<file path="src/rtl/branch_ctrl_pkg.sv">
// Shared constants and types for the branch controller and its update FIFO.
package branch_ctrl_pkg;

    localparam int DATA_WID = 32;

    // Recovery sequencer states.
    typedef enum logic [1:0] {
        IDLE  = 2'd0,
        FLUSH = 2'd1,
        REDIR = 2'd2
    } bctrl_state_t;

    // One predictor-update record.
    typedef struct packed {
        logic [DATA_WID-1:0] pc;
        logic                taken;
        logic [DATA_WID-1:0] target;
    } bru_upd_t;

    // A branch is mispredicted when the direction differs, or when it was
    // taken to a target other than the one fetch guessed.
    function automatic logic is_mispredict(
        input logic                taken,
        input logic [DATA_WID-1:0] target,
        input logic                p_taken,
        input logic [DATA_WID-1:0] p_target
    );
        return (taken != p_taken) || (taken && (target != p_target));
    endfunction

endpackage

</file>
<file path="src/rtl/branch_ctrl_fifo.sv">
// Predictor-update FIFO. Pointers carry one extra wrap bit so that full and
// empty are told apart by comparing the MSB and the index bits.
module bru_upd_fifo
    import branch_ctrl_pkg::*;
#(
    parameter int UPD_DEPTH = 4
) (
    input  logic     clk,
    input  logic     rst,
    input  logic     push_valid,
    input  bru_upd_t push_data,
    input  logic     pop_ready,
    output logic     full,
    output logic     empty,
    output bru_upd_t head
);

    localparam int AW = $clog2(UPD_DEPTH);

    bru_upd_t      mem_r [UPD_DEPTH];
    logic [AW:0]   wr_ptr_r;
    logic [AW:0]   rd_ptr_r;
    logic          push_s;
    logic          pop_s;

    assign full   = (wr_ptr_r[AW] != rd_ptr_r[AW]) && (wr_ptr_r[AW-1:0] == rd_ptr_r[AW-1:0]);
    assign empty  = (wr_ptr_r == rd_ptr_r);
    assign push_s = push_valid && !full;
    assign pop_s  = pop_ready && !empty;
    assign head   = mem_r[rd_ptr_r[AW-1:0]];

    // Advance write/read pointers; reset discards every stored entry.
    always_ff @(posedge clk or posedge rst) begin
        if (rst) begin
            wr_ptr_r <= '0;
            rd_ptr_r <= '0;
        end else begin
            if (push_s) begin
                wr_ptr_r <= wr_ptr_r + {{AW{1'b0}}, 1'b1};
            end
            if (pop_s) begin
                rd_ptr_r <= rd_ptr_r + {{AW{1'b0}}, 1'b1};
            end
        end
    end

    // Storage array; contents are only meaningful between the pointers.
    always_ff @(posedge clk) begin
        if (push_s) begin
            mem_r[wr_ptr_r[AW-1:0]] <= push_data;
        end
    end

endmodule

</file>
<file path="src/rtl/branch_ctrl.sv">
// Branch resolution controller: detects mispredicts, sequences flush then
// fetch redirect, and queues every resolved branch for predictor update.
// Optional feature macro: BRANCH_CTRL_STAT_EN enables branch/mispredict counters.
module branch_ctrl
    import branch_ctrl_pkg::*;
#(
    parameter int UPD_DEPTH = 4
) (
    input  logic                clk,
    input  logic                rst,
    input  logic                br_valid,
    output logic                br_ready,
    input  logic [DATA_WID-1:0] br_pc,
    input  logic                br_taken,
    input  logic [DATA_WID-1:0] br_target,
    input  logic                pred_taken,
    input  logic [DATA_WID-1:0] pred_target,
    output logic                flush,
    output logic                redirect_valid,
    input  logic                redirect_ready,
    output logic [DATA_WID-1:0] redirect_pc,
    output logic                upd_valid,
    input  logic                upd_ready,
    output logic [DATA_WID-1:0] upd_pc,
    output logic                upd_taken,
    output logic [DATA_WID-1:0] upd_target,
    output logic [DATA_WID-1:0] stat_br,
    output logic [DATA_WID-1:0] stat_mis
);

    bctrl_state_t        state_r;
    bctrl_state_t        next_state_s;
    logic                flush_r;
    logic                redirect_valid_r;
    logic [DATA_WID-1:0] redirect_pc_r;
    logic                fifo_full_s;
    logic                fifo_empty_s;
    logic                br_fire_s;
    logic                mispredict_s;
    bru_upd_t            push_data_s;
    bru_upd_t            head_s;

    assign br_ready     = (state_r == IDLE) && !fifo_full_s;
    assign br_fire_s    = br_valid && br_ready;
    assign mispredict_s = is_mispredict(br_taken, br_target, pred_taken, pred_target);
    assign push_data_s  = '{pc: br_pc, taken: br_taken, target: br_target};

    assign flush          = flush_r;
    assign redirect_valid = redirect_valid_r;
    assign redirect_pc    = redirect_pc_r;
    assign upd_valid      = !fifo_empty_s;
    assign upd_pc         = head_s.pc;
    assign upd_taken      = head_s.taken;
    assign upd_target     = head_s.target;

    bru_upd_fifo #(
        .UPD_DEPTH (UPD_DEPTH)
    ) u_fifo (
        .clk        (clk),
        .rst        (rst),
        .push_valid (br_fire_s),
        .push_data  (push_data_s),
        .pop_ready  (upd_ready),
        .full       (fifo_full_s),
        .empty      (fifo_empty_s),
        .head       (head_s)
    );

    // Next-state logic for the mispredict recovery sequence.
    always_comb begin
        next_state_s = state_r;
        case (state_r)
            IDLE: begin
                if (br_fire_s && mispredict_s) begin
                    next_state_s = FLUSH;
                end else begin
                    next_state_s = IDLE;
                end
            end
            FLUSH: begin
                next_state_s = REDIR;
            end
            REDIR: begin
                if (redirect_ready) begin
                    next_state_s = IDLE;
                end else begin
                    next_state_s = REDIR;
                end
            end
            default: begin
                next_state_s = IDLE;
            end
        endcase
    end

    // State register plus registered flush/redirect outputs decoded from the next state.
    always_ff @(posedge clk or posedge rst) begin
        if (rst) begin
            state_r          <= IDLE;
            flush_r          <= 1'b0;
            redirect_valid_r <= 1'b0;
            redirect_pc_r    <= '0;
        end else begin
            state_r          <= next_state_s;
            flush_r          <= (next_state_s == FLUSH);
            redirect_valid_r <= (next_state_s == REDIR);
            if (br_fire_s && mispredict_s) begin
                redirect_pc_r <= br_target;
            end
        end
    end

`ifdef BRANCH_CTRL_STAT_EN
    logic [DATA_WID-1:0] stat_br_r;
    logic [DATA_WID-1:0] stat_mis_r;

    // Free-running (wrapping) counters of accepted branches and mispredicts.
    always_ff @(posedge clk or posedge rst) begin
        if (rst) begin
            stat_br_r  <= '0;
            stat_mis_r <= '0;
        end else if (br_fire_s) begin
            stat_br_r <= stat_br_r + 32'd1;
            if (mispredict_s) begin
                stat_mis_r <= stat_mis_r + 32'd1;
            end
        end
    end

    assign stat_br  = stat_br_r;
    assign stat_mis = stat_mis_r;
`else
    assign stat_br  = 32'd0;
    assign stat_mis = 32'd0;
`endif

endmodule

</file>
<file path="config.mk">
export PLATFORM = sky130hd
export DESIGN_NAME = branch_ctrl
export DESIGN_NICKNAME = d
export VERILOG_FILES = /design/src/rtl/branch_ctrl_pkg.sv /design/src/rtl/branch_ctrl_fifo.sv /design/src/rtl/branch_ctrl.sv
export SDC_FILE = /design/constraint.sdc
export NUM_CORES = 1
export LEC_CHECK = 0
export CAP_MARGIN = 30
export CORE_ASPECT_RATIO = 1.5
export CORE_MARGIN = 5
export CORE_UTILIZATION = 46
export CTS_CLUSTER_SIZE = 40
export DETAILED_ROUTE_END_ITERATION = 7
export PLACE_DENSITY = 0.76
export SLEW_MARGIN = 5
export SYNTH_ARGS = -nofsm -noshare
export SYNTH_HDL_FRONTEND = slang
export SYNTH_SLANG_ARGS = --single-unit
export TNS_END_PERCENT = 1
</file>
<file path="constraint.sdc">
create_clock -name clk -period 2.9 [get_ports clk]
set_clock_uncertainty 0.1 [all_clocks]
set_input_delay 0.58 -clock clk [delete_from_list [all_inputs] [get_ports clk]]
set_output_delay 0.58 -clock clk [all_outputs]
set_load 0.02 [all_outputs]
</file>
# After elaboration in Yosys (flattened, before gate mapping)
# Memory sizes are Yosys's and may differ from the RTL's.
# Cells that the tools add are included.
[word_totals]
reg_bits = 42
latchBits = 0
ram_bits = 260
mem_bits_ro = 0
inputBits = 103
output_inout_bits = 165
wordCells = 34
n_memories = 1
[memory_table]
columns = ["memory", "depth", "word_bits", "rd", "rd_clocked_by_memory_dff", "wr", "line", "text"]
rows = [
  ["u_fifo.mem_r", 4, 65, 1, 0, 1, "branch_ctrl_fifo.sv:20", "bru_upd_t mem_r [UPD_DEPTH];"],
]
[op_classes]
add_sub_neg = 2
mul = 0
n_div = 0
order_cmp = 0
n_eq_ne = 9
shifts = 0
mux = 5
bitwise_logic = 0
reduce_logical = 11
[ops]
columns = ["cell", "n"]
rows = [
  ["32-bit inequality test", 1],
  ["1-bit logical AND", 7],
  ["3-bit by 1-bit adder with 3-bit output, second input constant", 2],
  ["2-bit case mux with 3 select lines", 1],
  ["2-bit by 1-bit equality test with 1-bit output, second input constant", 2],
  ["2-bit equality test, second input constant", 2],
  ["3-bit equality test", 1],
  ["1-bit two-way mux", 3],
  ["2-bit equality test", 1],
  ["1-bit zero test", 2],
  ["2-bit zero test", 1],
  ["2-bit two-way mux", 1],
  ["1-bit inequality test", 2],
  ["1-bit logical OR", 1],
]

# Depth between registers and ports, before layout
# Gate-level depths: netlist of run 1.
[depth]
ltp_word = 9
depth_mapped = 8
mapped_depth_nobuf = 5

# Modules after synthesis
# Synthesis of run 1 repeated with hierarchy kept, for this count alone.
[hier_totals]
hier_cells = 736
area_unflattened_um2 = 13016.2
[by_module_without_submodules]
columns = ["mod", "instances", "cells_per_inst", "area_per_inst_um2", "seq_area_each_um2"]
rows = [
  ["bru_upd_fifo", 1, 390, 9903.2, 7957.6],
  ["branch_ctrl", 1, 346, 3113.0, 900.9],
]

# Worst setup path before layout of run 1
# Ideal clock, no wire load.
[synth_timing]
kind = "register to register"
start = "register u_fifo.rd_ptr_r[0]"
end = "memory u_fifo.mem_r[3][0] in the netlist's numbering (enable)"
setup_ns = 0.431
arrival_ns = 2.669
required_time_ns = 2.369
setup_slack_ns = -0.301
stages_incl_launch_ff = 5
path_buffers = 1
period_less_slack_ns = 3.201
path_cell_list = "dfrtp_1 > buf_2 > xor2_1 > o311a_4 > and2_1"
[synth_between]
elab_chain_cells = 8
[synth_lines]
columns = ["element", "line", "text"]
rows = [
  ["from (decl)", "branch_ctrl_fifo.sv:22", "logic [AW:0] rd_ptr_r;"],
  ["from (signal assigned)", "branch_ctrl_fifo.sv:42", "rd_ptr_r <= rd_ptr_r + {{AW{1'b0}}, 1'b1};"],
  ["2-bit equality test *", "branch_ctrl_fifo.sv:26", "assign full = (wr_ptr_r[AW] != rd_ptr_r[AW]) && (wr_ptr_r[AW-1:0] == rd_ptr_r[AW-1:0]);"],
  ["1-bit logical AND *", "branch_ctrl_fifo.sv:26", ""],
  ["1-bit zero test *", "branch_ctrl_fifo.sv:28, branch_ctrl.sv:43", ""],
  ["1-bit logical AND", "branch_ctrl.sv:43", "assign br_ready = (state_r == IDLE) && !fifo_full_s;"],
  ["1-bit logical AND", "branch_ctrl.sv:44", "assign br_fire_s = br_valid && br_ready;"],
  ["1-bit logical AND *", "branch_ctrl_fifo.sv:28", "assign push_s = push_valid && !full;"],
  ["1-bit two-way mux *", "branch_ctrl_fifo.sv:49", "if (push_s) begin"],
  ["1-bit two-way mux (not written as such) *", "branch_ctrl_fifo.sv:50", "mem_r[wr_ptr_r[AW-1:0]] <= push_data;"],
  ["to (decl)", "branch_ctrl_fifo.sv:20", ""],
]
# Every way passes the cells marked *; elsewhere a longest branch is shown, timed or not.

# Worst setup path after layout of run 1
[layout_timing]
start = "register u_fifo.rd_ptr_r[0]"
end = "output upd_target[30]"
[layout_between]
elab_chain_cells = 1
[layout_lines]
columns = ["element", "line", "text"]
rows = [
  ["memory read 4 x 65 bit", "n/a", ""],
  ["to (decl)", "branch_ctrl.sv:26", "output logic [DATA_WID-1:0] upd_target,"],
]
# Every way passes these cells.

==> results.toml, run 1 <==
[clock_tree]
cts_root_buf = "clkbuf_16"
clock-sinks = 302
numCtsBuffers = 27
h-tree-depth = 1
cts_tree = "done"
clkLatencyLatePin_ns = 0.52
holdBufCountCts = 0
cts.clk_slew.worst_paths_ns = 0.07
cts_buffer_depth = 3

[sta]
slew_viol_final = 0
tns_ns = 0
fmax_mhz = 351.4
hold_viol = 0
setup_violations = 0
slew_headroom_pct = 54.19
min_period_over_period_pct = 98.13
finalCriticalPeriod_ns = 2.846
worst_pin_slew_ns = 0.6872
fin_hold_ws_ns = 0.2556

[pwr]
p_leak_nw = 5.856
switching_share_pct = 34.28
power.switching_w = 0.005689
powerDensity_nw_per_um2 = 1006
seqPwrFrac_pct = 37.5
p_int_w = 0.01091
combPwrFrac_pct = 41.9
clkPwrFrac_pct = 20.7
max-vdd-ir-drop_mv = 0.5258

[placed_design]
dp.cells = 1349
dp_hpwl_mm = 21.43
port_buffers = 203
gp_congestion = 0.7858

[detailed_routing]
post_drt_wl_per_cell_microns = 22.82
dr.pass1.iters = 7
viasPerCell = 5.504
antenna_left = 0
first_iter_violations = 574
wirelength_mm = 32.08
remaining_drc_errors = 0
vias = 7738

[worst_setup_path]
crit_type = "flip-flop to output pin"
startpoint = "u_fifo.rd_ptr_r[0]"
cp.arrival_ns = 2.17
cp_cell_sequence = "buf_12 -> clkbuf_16 -> mux4_2 -> dlygate4sd2_1"
cp_num_buf_inv = 3
crit_required_ns = 2.22
path_delay_family = "buffers and inverters"
timing.rr.start = "u_fifo.rd_ptr_r[0]"
reg2reg_setup_slack_ns = 0.33
path_max_fanout = 9
crit_path_start_kind = "flip-flop"
cp_slowest_cell = "mux4_2"
cp-end-kind = "output pin"
crit_path_max_incr_delay_ns = 0.52

[cells_and_area]
area_growth_pct = 27.71
final_nets = 1148
antenna_cells = 0
drive_gt1_share_pct = 17.36
seq_area_sq_um = 8866
fillCellCount = 2078
multiInputGateArea_sq_um = 3588
final_cells = 1406

[synth]
synth_area_sq_um = 12920
avgSynthCellArea_sq_um = 16.27
synth-seq-area-share_pct = 68.58
synth_edf_count = 260
ys.flop_type = "edfxtp_1"
synth_warnings = 0
ys_seq_elements = 302
netlist_instances = 794
ys_types = 34
async_reset_ff_share_pct = 13.91

[global_routing]
grt_max_degree = 67
grt_pass1_vias = 7931
antenna_found_initial = 0
grt_use_total_pct = 19.77
grt_pass1_wl_mm = 47.99
globalRouteOverflowTotal = 0

[floorplanning]
io_pins = 268
coreArea_sq_um = 27870
dieArea_sq_um = 31600
dieHeight_microns = 215.2
initial_core_util_pct = 46.35
rows = 75
die_w_microns = 146.8

[status]
run_status = "complete, no violations"

[hold_path]
hp-class = "input port to async pin"

[job]
maxCapViolCount = 0
-- path summary, 6_finish.rpt --
kind,end,cells past startpoint
worst max-delay path,upd_target[30],4
worst min-delay path,redirect_pc[0],2
worst max register to register,u_fifo.mem_r[3][63],7
worst min register to register,u_fifo.wr_ptr_r[2],1
max in group asynchronous,redirect_pc[20],3
min in group clk,u_fifo.wr_ptr_r[2],1
-- power by group through the flow --
stage	clock network, W	logic (W)	registers, W
2_1_floorplan	0	0.00390	0.00646
3_3_place_gp	0	0.00707	0.00623
3_5_place_dp	0	0.00714	0.00627
4_1_cts	0.00351	0.00683	0.00624
5_1_grt	0.00369	0.00742	0.00629
6_report	0.00343	0.00695	0.00621
-- cell usage in the layout, fill, tap and decap left out, drive strengths merged, types with 35 or more instances in the layout --
master           n
edfxtp         260
clkdlybuf4s50  136
mux4            65
o21ai           65
conb            64
buf             61
dlygate4sd2     60
clkbuf          44
dfrtp           42
nor2            37
nand2           36
nand4           35
nand3           35
-- registers in the layout, summed over array words and instances, names as in the netlist --
name / cells
redirect_pc: 32
state_r: 2
u_fifo.wr_ptr_r: 3
redirect_valid: 1
u_fifo.mem_r: 260
u_fifo.rd_ptr_r: 3
flush: 1
-- cells in the mapped netlist, types with 2 or more instances --
library cell / instances / share of area (%)
edfxtp_1: 260 / 60
buf_4: 68 / 4.0
mux4_2: 65 / 11
o21ai_0: 57 / 2.2
dfrtp_1: 42 / 8.1
nor2_1: 37 / 1.1
nand2_1: 36 / 1.0
nand3_1: 35 / 1.4
nand4_1: 35 / 1.7
o21a_1: 32 / 1.9
clkbuf_1: 23 / 0.67
xor2_1: 22 / 1.5
buf_2: 15 / 0.58
xnor2_1: 15 / 1.0
o21ai_1: 8 / 0.31
ha_1: 5 / 0.48
nor3_1: 5 / 0.19
and2_1: 4 / 0.19
buf_6: 4 / 0.35
nor2b_1: 4 / 0.19
nor4_1: 4 / 0.19
inv_1: 3 / 0.087
and3_1: 2 / 0.097
clkbuf_2: 2 / 0.077
mux2_2: 2 / 0.17
-- through the flow --
stage          setup WS [ns]  utilization [%]  total power [W]  instance area (sq um)
2_1_floorplan        -0.2696                -          0.01036                  13160
5_1_grt            -0.002178            59.19          0.01740                  16500
6_report             0.05428            59.19          0.01659                  16500
4_1_cts             -0.03924            58.78          0.01657                  16380
3_5_place_dp         0.05894            55.77          0.01342                  15540
3_3_place_gp          0.1348            55.77          0.01330                  15540
-- logic make-up after synthesis --
group | count (synthesis) | share of synthesized area [%]
AOI/OAI and AO/OA | 101 | 4.901
DFF | 302 | 68.58
buffers and inverters | 116 | 5.744
and+or+nand+nor | 164 | 6.160
adders and majority gates | 5 | 0.4843
other | 1 | 0.02903
muxes | 68 | 11.59
xor gates and xnor gates | 37 | 2.509
-- layer usage --
layer	share of wire, %	wire, microns	vias up	global-route usage, %
met4	3.1	979	0	6.497
met2	54	17210	366	34.97
li1	-	-	3427	-
met3	6.8	2179	48	3.224
met1	37	11720	3897	24.79
met5	0	0	-	0
-- cell type report --
cell class	instances	share of cell area (%)
Clock inverter	10	0.4626
Sequential cell	302	53.74
Tap cell	346	2.624
Clock buffer	39	4.687
Multi-Input combinational cell	439	21.75
Inverter	3	0.06826
Timing Repair Buffer	267	16.66
-- timing repair --
item / in CTS / in global routing
gates cloned: 2 / 3
resized for setup: 73 / 9
setup buffers: 0 / 3
setup endpoints to repair: 67 / 56
No activity file was read; power rests on OpenSTA's default activity.
==> inputs of run 2 (changes only) <==
Settings changed: CORE_UTILIZATION 46 to 51, PLACE_DENSITY 0.76 to 0.8.
Clock period 2.9 ns to 2.8 ns, I/O delays scaled along.
==> run 2 against run 1 <==
- cell count decreased by 1.9%
- via count is 1.3% lower
- count of clock-buffer cells in the layout decreased by 5
- critical path depth fell by 1
- global-route usage rose by 0.99 points
- sequential cell count unchanged
- critical path type unchanged
- critical endpoint unchanged
- largest cell class unchanged
==> results.toml, run 2 (synthesis results as in run 1) <==
[cells_and_area]
antenna_cells = 0
area_growth_pct = 25.14
post-route-util_pct = 64.52
largest_reg_flops = 260
mostFrequentLayoutCells = "edfxtp_1, clkdlybuf4s50_1, mux4_2, conb_1, o21ai_0"
drive_gt1_share_pct = 22.17
final_common_cell = "edfxtp_1"
final_nets = 1142

[detailed_routing]
remaining_drc_errors = 0
viasPerCell = 5.536
vias = 7634
antenna_left = 0
wirelength_mm = 30.54
dr.pass1.iters = 5
first_iter_violations = 554
post_drt_wl_per_cell_microns = 22.14

[global_routing]
globalRouteOverflowTotal = 0
grt_pass1_vias = 7872
antenna_found_initial = 1
grt_max_degree = 67
grt_pass1_wl_mm = 46.07
grt_use_total_pct = 20.76

[worst_setup_path]
cp_slowest_cell = "mux4_2"
r2r_cells = 4
path_max_fanout = 8
path_depth = 3
cp_cell_sequence = "buf_6 -> mux4_2 -> dlygate4sd2_1"
cp.arrival_ns = 2.12
crit_type = "flip-flop to output pin"
crit_path_start_kind = "flip-flop"
crit_path_max_incr_delay_ns = 0.55
cp-end-kind = "output pin"
crit_required_ns = 2.14
path_delay_family = "multiplexers"
cp_num_buf_inv = 2

[clock_tree]
cts_tree = "done"
cts_root_buf = "clkbuf_16"
numCtsBuffers = 27
cts_buffer_depth = 3
clkLatencyLatePin_ns = 0.52
clock-sinks = 302
h-tree-depth = 1
cts.clk_slew.worst_paths_ns = 0.06

[sta]
rsz0062_at_grt = "true"
finalCriticalPeriod_ns = 2.778
hold_viol = 0
slew_viol_final = 0
tns_ns = 0
slew_headroom_pct = 52.12
setup_violations = 0
worst_pin_slew_ns = 0.7182
fmax_mhz = 360.0
min_period_over_period_pct = 99.22

[floorplanning]
initial_core_util_pct = 51.56
dieArea_sq_um = 28680
io_pins = 268
coreArea_sq_um = 25050
die_w_microns = 139.9
dieHeight_microns = 204.9
rows = 71

[pwr]
p_leak_nw = 5.752
clkPwrFrac_pct = 21.5
seqPwrFrac_pct = 38.1
max-vdd-ir-drop_mv = 0.6908
p_int_w = 0.01113
combPwrFrac_pct = 40.4
switching_share_pct = 34.34
power.switching_w = 0.005821
powerDensity_nw_per_um2 = 1049

[placed_design]
port_buffers = 203
dp_hpwl_mm = 20.52
gp_congestion = 0.7965

[status]
run_status = "complete, no violations"

[hold_path]
holdPathStages = 1
hp-class = "flip-flop to flip-flop"

[job]
maxCapViolCount = 0
## run 2: changes by cell type in the layout (fill, tap and decap cells not counted), sizes merged
cell / previous run / this run
dlygate4sd2: 60 / 13
clkbuf: 44 / 74
buf: 61 / 70
clkdlybuf4s15: 5 / 1
bufinv: 1 / 3
clkinv: 8 / 7
clkinvlp: 1 / 2
dlymetal6s2s: 0 / 1
## run 2: final timing paths
| check | from | to | slack (ns) |
|---|---|---|---|
| max | u_fifo.rd_ptr_r[0] | upd_target[30] | 0.02 |
| min | u_fifo.rd_ptr_r[2] | u_fifo.rd_ptr_r[2] | 0.39 |
| max reg2reg | u_fifo.rd_ptr_r[0] | u_fifo.mem_r[2][15] | 0.51 |
| min reg2reg | u_fifo.rd_ptr_r[2] | u_fifo.rd_ptr_r[2] | 0.39 |
| max in group asynchronous | rst | u_fifo.rd_ptr_r[0] | 1.71 |
| min in group asynchronous | rst | redirect_pc[4] | 0.41 |
## run 2: layer usage
| metal | track usage, % | share of wire [%] | up-vias | routed length (microns) |
|---|---|---|---|---|
| met5 | 0 | 0.043 | - | 13 |
| met4 | 7.133 | 3.5 | 2 | 1056 |
| met3 | 2.779 | 6.1 | 52 | 1853 |
| met2 | 36.98 | 53 | 343 | 16140 |
| met1 | 26.26 | 38 | 3826 | 11470 |
| li1 | - | - | 3411 | - |
## run 2: worst register-to-register path: stages, from the launching register on
cell     delay (ns)
dfrtp_4        0.55
xor2_2         0.28
o311a_4        0.26
and2_4         0.47
buf_16         0.30
## run 2: power groups by stage
stage / Combinational, W / Sequential (W) / Clock (W)
5_1_grt: 0.00733 / 0.00654 / 0.00392
3_3_place_gp: 0.00717 / 0.00649 / 0
6_report: 0.00685 / 0.00645 / 0.00365
4_1_cts: 0.00712 / 0.00645 / 0.00371
3_5_place_dp: 0.00737 / 0.00652 / 0
2_1_floorplan: 0.00404 / 0.00669 / 0
## run 2: area by class of cell
cell class              count  area, sq um
inverters                   3        11.26
well taps                 328        410.4
flip-flops and latches    302         8866
fillers                  1871         8887
clock inverters            12        150.1
clock buffers              34        721.9
repair buffers            261         2409
multi-input cells         439         3596
## run 2: what timing repair did
item | in CTS | in global routing
buffers inserted | 1 | 3
cloned | 1 | 0
hold buffers | 0 | 0
gates resized for setup | 105 | 80
endpoints found under the setup margin | 66 | 64
## run 2: through the flow
stage | setup slack, ns | total power (W) | hold slack (ns) | cells | area [sq um]
6_report | 0.02192 | 0.01695 | 0.3936 | 1379 | 16160
5_1_grt | -0.04655 | 0.01778 | 0.4101 | 1379 | 16160
4_1_cts | -0.1576 | 0.01728 | 0.4016 | 1376 | 16360
3_5_place_dp | -0.3313 | 0.01389 | 0.3933 | 1328 | 15480
3_3_place_gp | -0.3354 | 0.01367 | 0.3744 | 1323 | 15360
2_1_floorplan | -0.3696 | 0.01073 | 0.3617 | 857 | 13160
==> inputs of run 3 (changes only) <==
--- a/config.mk
+++ b/config.mk
@@ -13,3 +13,3 @@
 export DETAILED_ROUTE_END_ITERATION = 7
-export PLACE_DENSITY = 0.8
+export PLACE_DENSITY_LB_ADDON = 0.25
 export SLEW_MARGIN = 5
--- a/constraint.sdc
+++ b/constraint.sdc
@@ -4,2 +4,2 @@
 set_output_delay 0.56 -clock clk [all_outputs]
-set_load 0.02 [all_outputs]
+set_load 0.05 [all_outputs]
==> run 3 against run 2 <==
- count of clock-buffer cells in the layout down 4
- routed wire length down 2.2%
- sequential share of layout area down 1.8 points
- core utilization up 2.2 points
- cell count up 0.58%
- first-iteration DRC count down 4.5%
- critical path depth unchanged
- fmax up 0.35%
- global-route usage down 0.18 points
- setup slack better by 0.0098 ns
- clock power down 3%
- sequential power about the same
==> results.toml, run 3 (synthesis results as in run 1) <==
[status]
run_status = "complete, no violations"

[worst_setup_path]
path_max_fanout = 12
crit_path_max_incr_delay_ns = 0.58
rr_endpoint = "u_fifo.mem_r[3][36]"
cp_slowest_cell = "dfrtp_4"
cp_cell_sequence = "buf_4 -> mux4_2 -> buf_12"
r2r_cells = 4
crit_required_ns = 2.14
cp-end-kind = "output pin"
reg2reg_setup_slack_ns = 0.51
crit_path_start_kind = "flip-flop"
cp.arrival_ns = 2.11
timing.rr.start = "u_fifo.rd_ptr_r[1]"
crit_type = "flip-flop to output pin"

[clock_tree]
numCtsBuffers = 27
h-tree-depth = 1
cts_root_buf = "clkbuf_16"
cts_tree = "done"
cts.clk_slew.worst_paths_ns = 0.07
clkLatencyLatePin_ns = 0.53
cts_buffer_depth = 3
holdBufCountCts = 0
clock-sinks = 302

[pwr]
max-vdd-ir-drop_mv = 0.7834
p_leak_nw = 5.931
powerDensity_nw_per_um2 = 1213

[sta]
slew_headroom_pct = 54.59
rsz0062_at_grt = "true"
setup_violations = 0
worst_pin_slew_ns = 0.6812
finalCriticalPeriod_ns = 2.768
hold_viol = 0
min_period_over_period_pct = 98.87
fmax_mhz = 361.2
slew_viol_final = 0

[global_routing]
grt_pass1_wl_mm = 45.47
grt_max_degree = 68
globalRouteOverflowTotal = 0
antenna_found_initial = 1
grt_use_total_pct = 20.58
grt_pass1_vias = 8025

[cells_and_area]
area_growth_pct = 29.47
drive_gt1_share_pct = 23.53
final_cells = 1387
postLayoutCellArea_sq_um = 16720
final_common_cell = "edfxtp_1"
mostFrequentLayoutCells = "edfxtp_1, clkdlybuf4s50_1, mux4_2, conb_1, buf_4"
final_nets = 1145
seq_area_sq_um = 8866
fillCellCount = 1759
multiInputGateArea_sq_um = 3581
largest_reg_flops = 260

[detailed_routing]
vias = 7697
wirelength_mm = 29.87
dr.pass1.iters = 5
viasPerCell = 5.549
remaining_drc_errors = 0
antenna_left = 0
first_iter_violations = 529
post_drt_wl_per_cell_microns = 21.53

[placed_design]
port_buffers = 203
dp_hpwl_mm = 20.16
dp.cells = 1333
gp_congestion = 0.8124
placed_cell_area_sq_um = 15780

[floorplanning]
dieHeight_microns = 204.9
initial_core_util_pct = 51.56
coreArea_sq_um = 25050
io_pins = 268
dieArea_sq_um = 28680
die_w_microns = 139.9
rows = 71

[hold_path]
hp-class = "input port to async pin"

[job]
maxCapViolCount = 0
run 3: what timing repair did:
| item | CTS | global route |
|---|---|---|
| resized for setup | 4 | 14 |
| buffers inserted | 3 | 0 |
| setup endpoints to repair | 56 | 42 |
run 3: worst max path at each step:
stage | startpoint | to | slack [ns]
2_1_floorplan | u_fifo.rd_ptr_r[0] | u_fifo.mem_r[0][0] | -0.37
5_1_grt | u_fifo.rd_ptr_r[0] | upd_target[19] | -0.04
3_5_place_dp | br_target[4] | redirect_pc[16] | -0.33
6_report | u_fifo.rd_ptr_r[0] | upd_target[17] | 0.03
4_1_cts | u_fifo.rd_ptr_r[0] | upd_target[17] | -0.02
3_3_place_gp | br_target[4] | redirect_pc[12] | -0.19
run 3: per-layer routing:
| metal | up-vias | wire length [microns] | track usage, % |
|---|---|---|---|
| li1 | 3416 | - | - |
| met1 | 3906 | 11370 | 25.96 |
| met2 | 331 | 15790 | 36.67 |
| met3 | 44 | 1998 | 3.433 |
| met4 | 0 | 708 | 6.163 |
| met5 | - | 0 | 0 |
run 3: critical path, delay by kind of cell (launching register included):
kind | cells | cell delay [ns]
buffers and inverters | 2 | 0.41
DFF | 1 | 0.58
muxes | 1 | 0.58
run 3: layout make-up:
class                      count  share of cell area (%)
inverter                       3                 0.06734
clock inverter                20                  0.9726
tap                          328                   2.454
sequential                   302                   53.02
clock buffer                  30                   4.107
multi-input combinational    439                   21.41
antenna                        1                 0.01496
timing repair buffer         264                   17.96
run 3: power breakdown:
part | switching, W | internal (W)
Sequential | 0.000465 | 0.00599
Clock | 0.00157 | 0.00196
Combinational | 0.00614 | 0.00417
Total | 0.00817 | 0.0121
run 3: stage by stage:
| step | setup TNS, ns | setup WS (ns) | util (%) | hold WS (ns) | power [W] |
|---|---|---|---|---|---|
| floorplan | -72.06 | -0.3696 | - | 0.3617 | 0.01292 |
| global placement | -6.009 | -0.1887 | 63.00 | 0.3767 | 0.01665 |
| detailed placement | -9.107 | -0.3325 | 63.00 | 0.3907 | 0.01678 |
| CTS | -0.06198 | -0.01927 | 66.54 | 0.2656 | 0.02040 |
| global route | -0.7742 | -0.04262 | 66.76 | 0.2889 | 0.02113 |
| finish | 0 | 0.03168 | 66.76 | 0.2640 | 0.02028 |
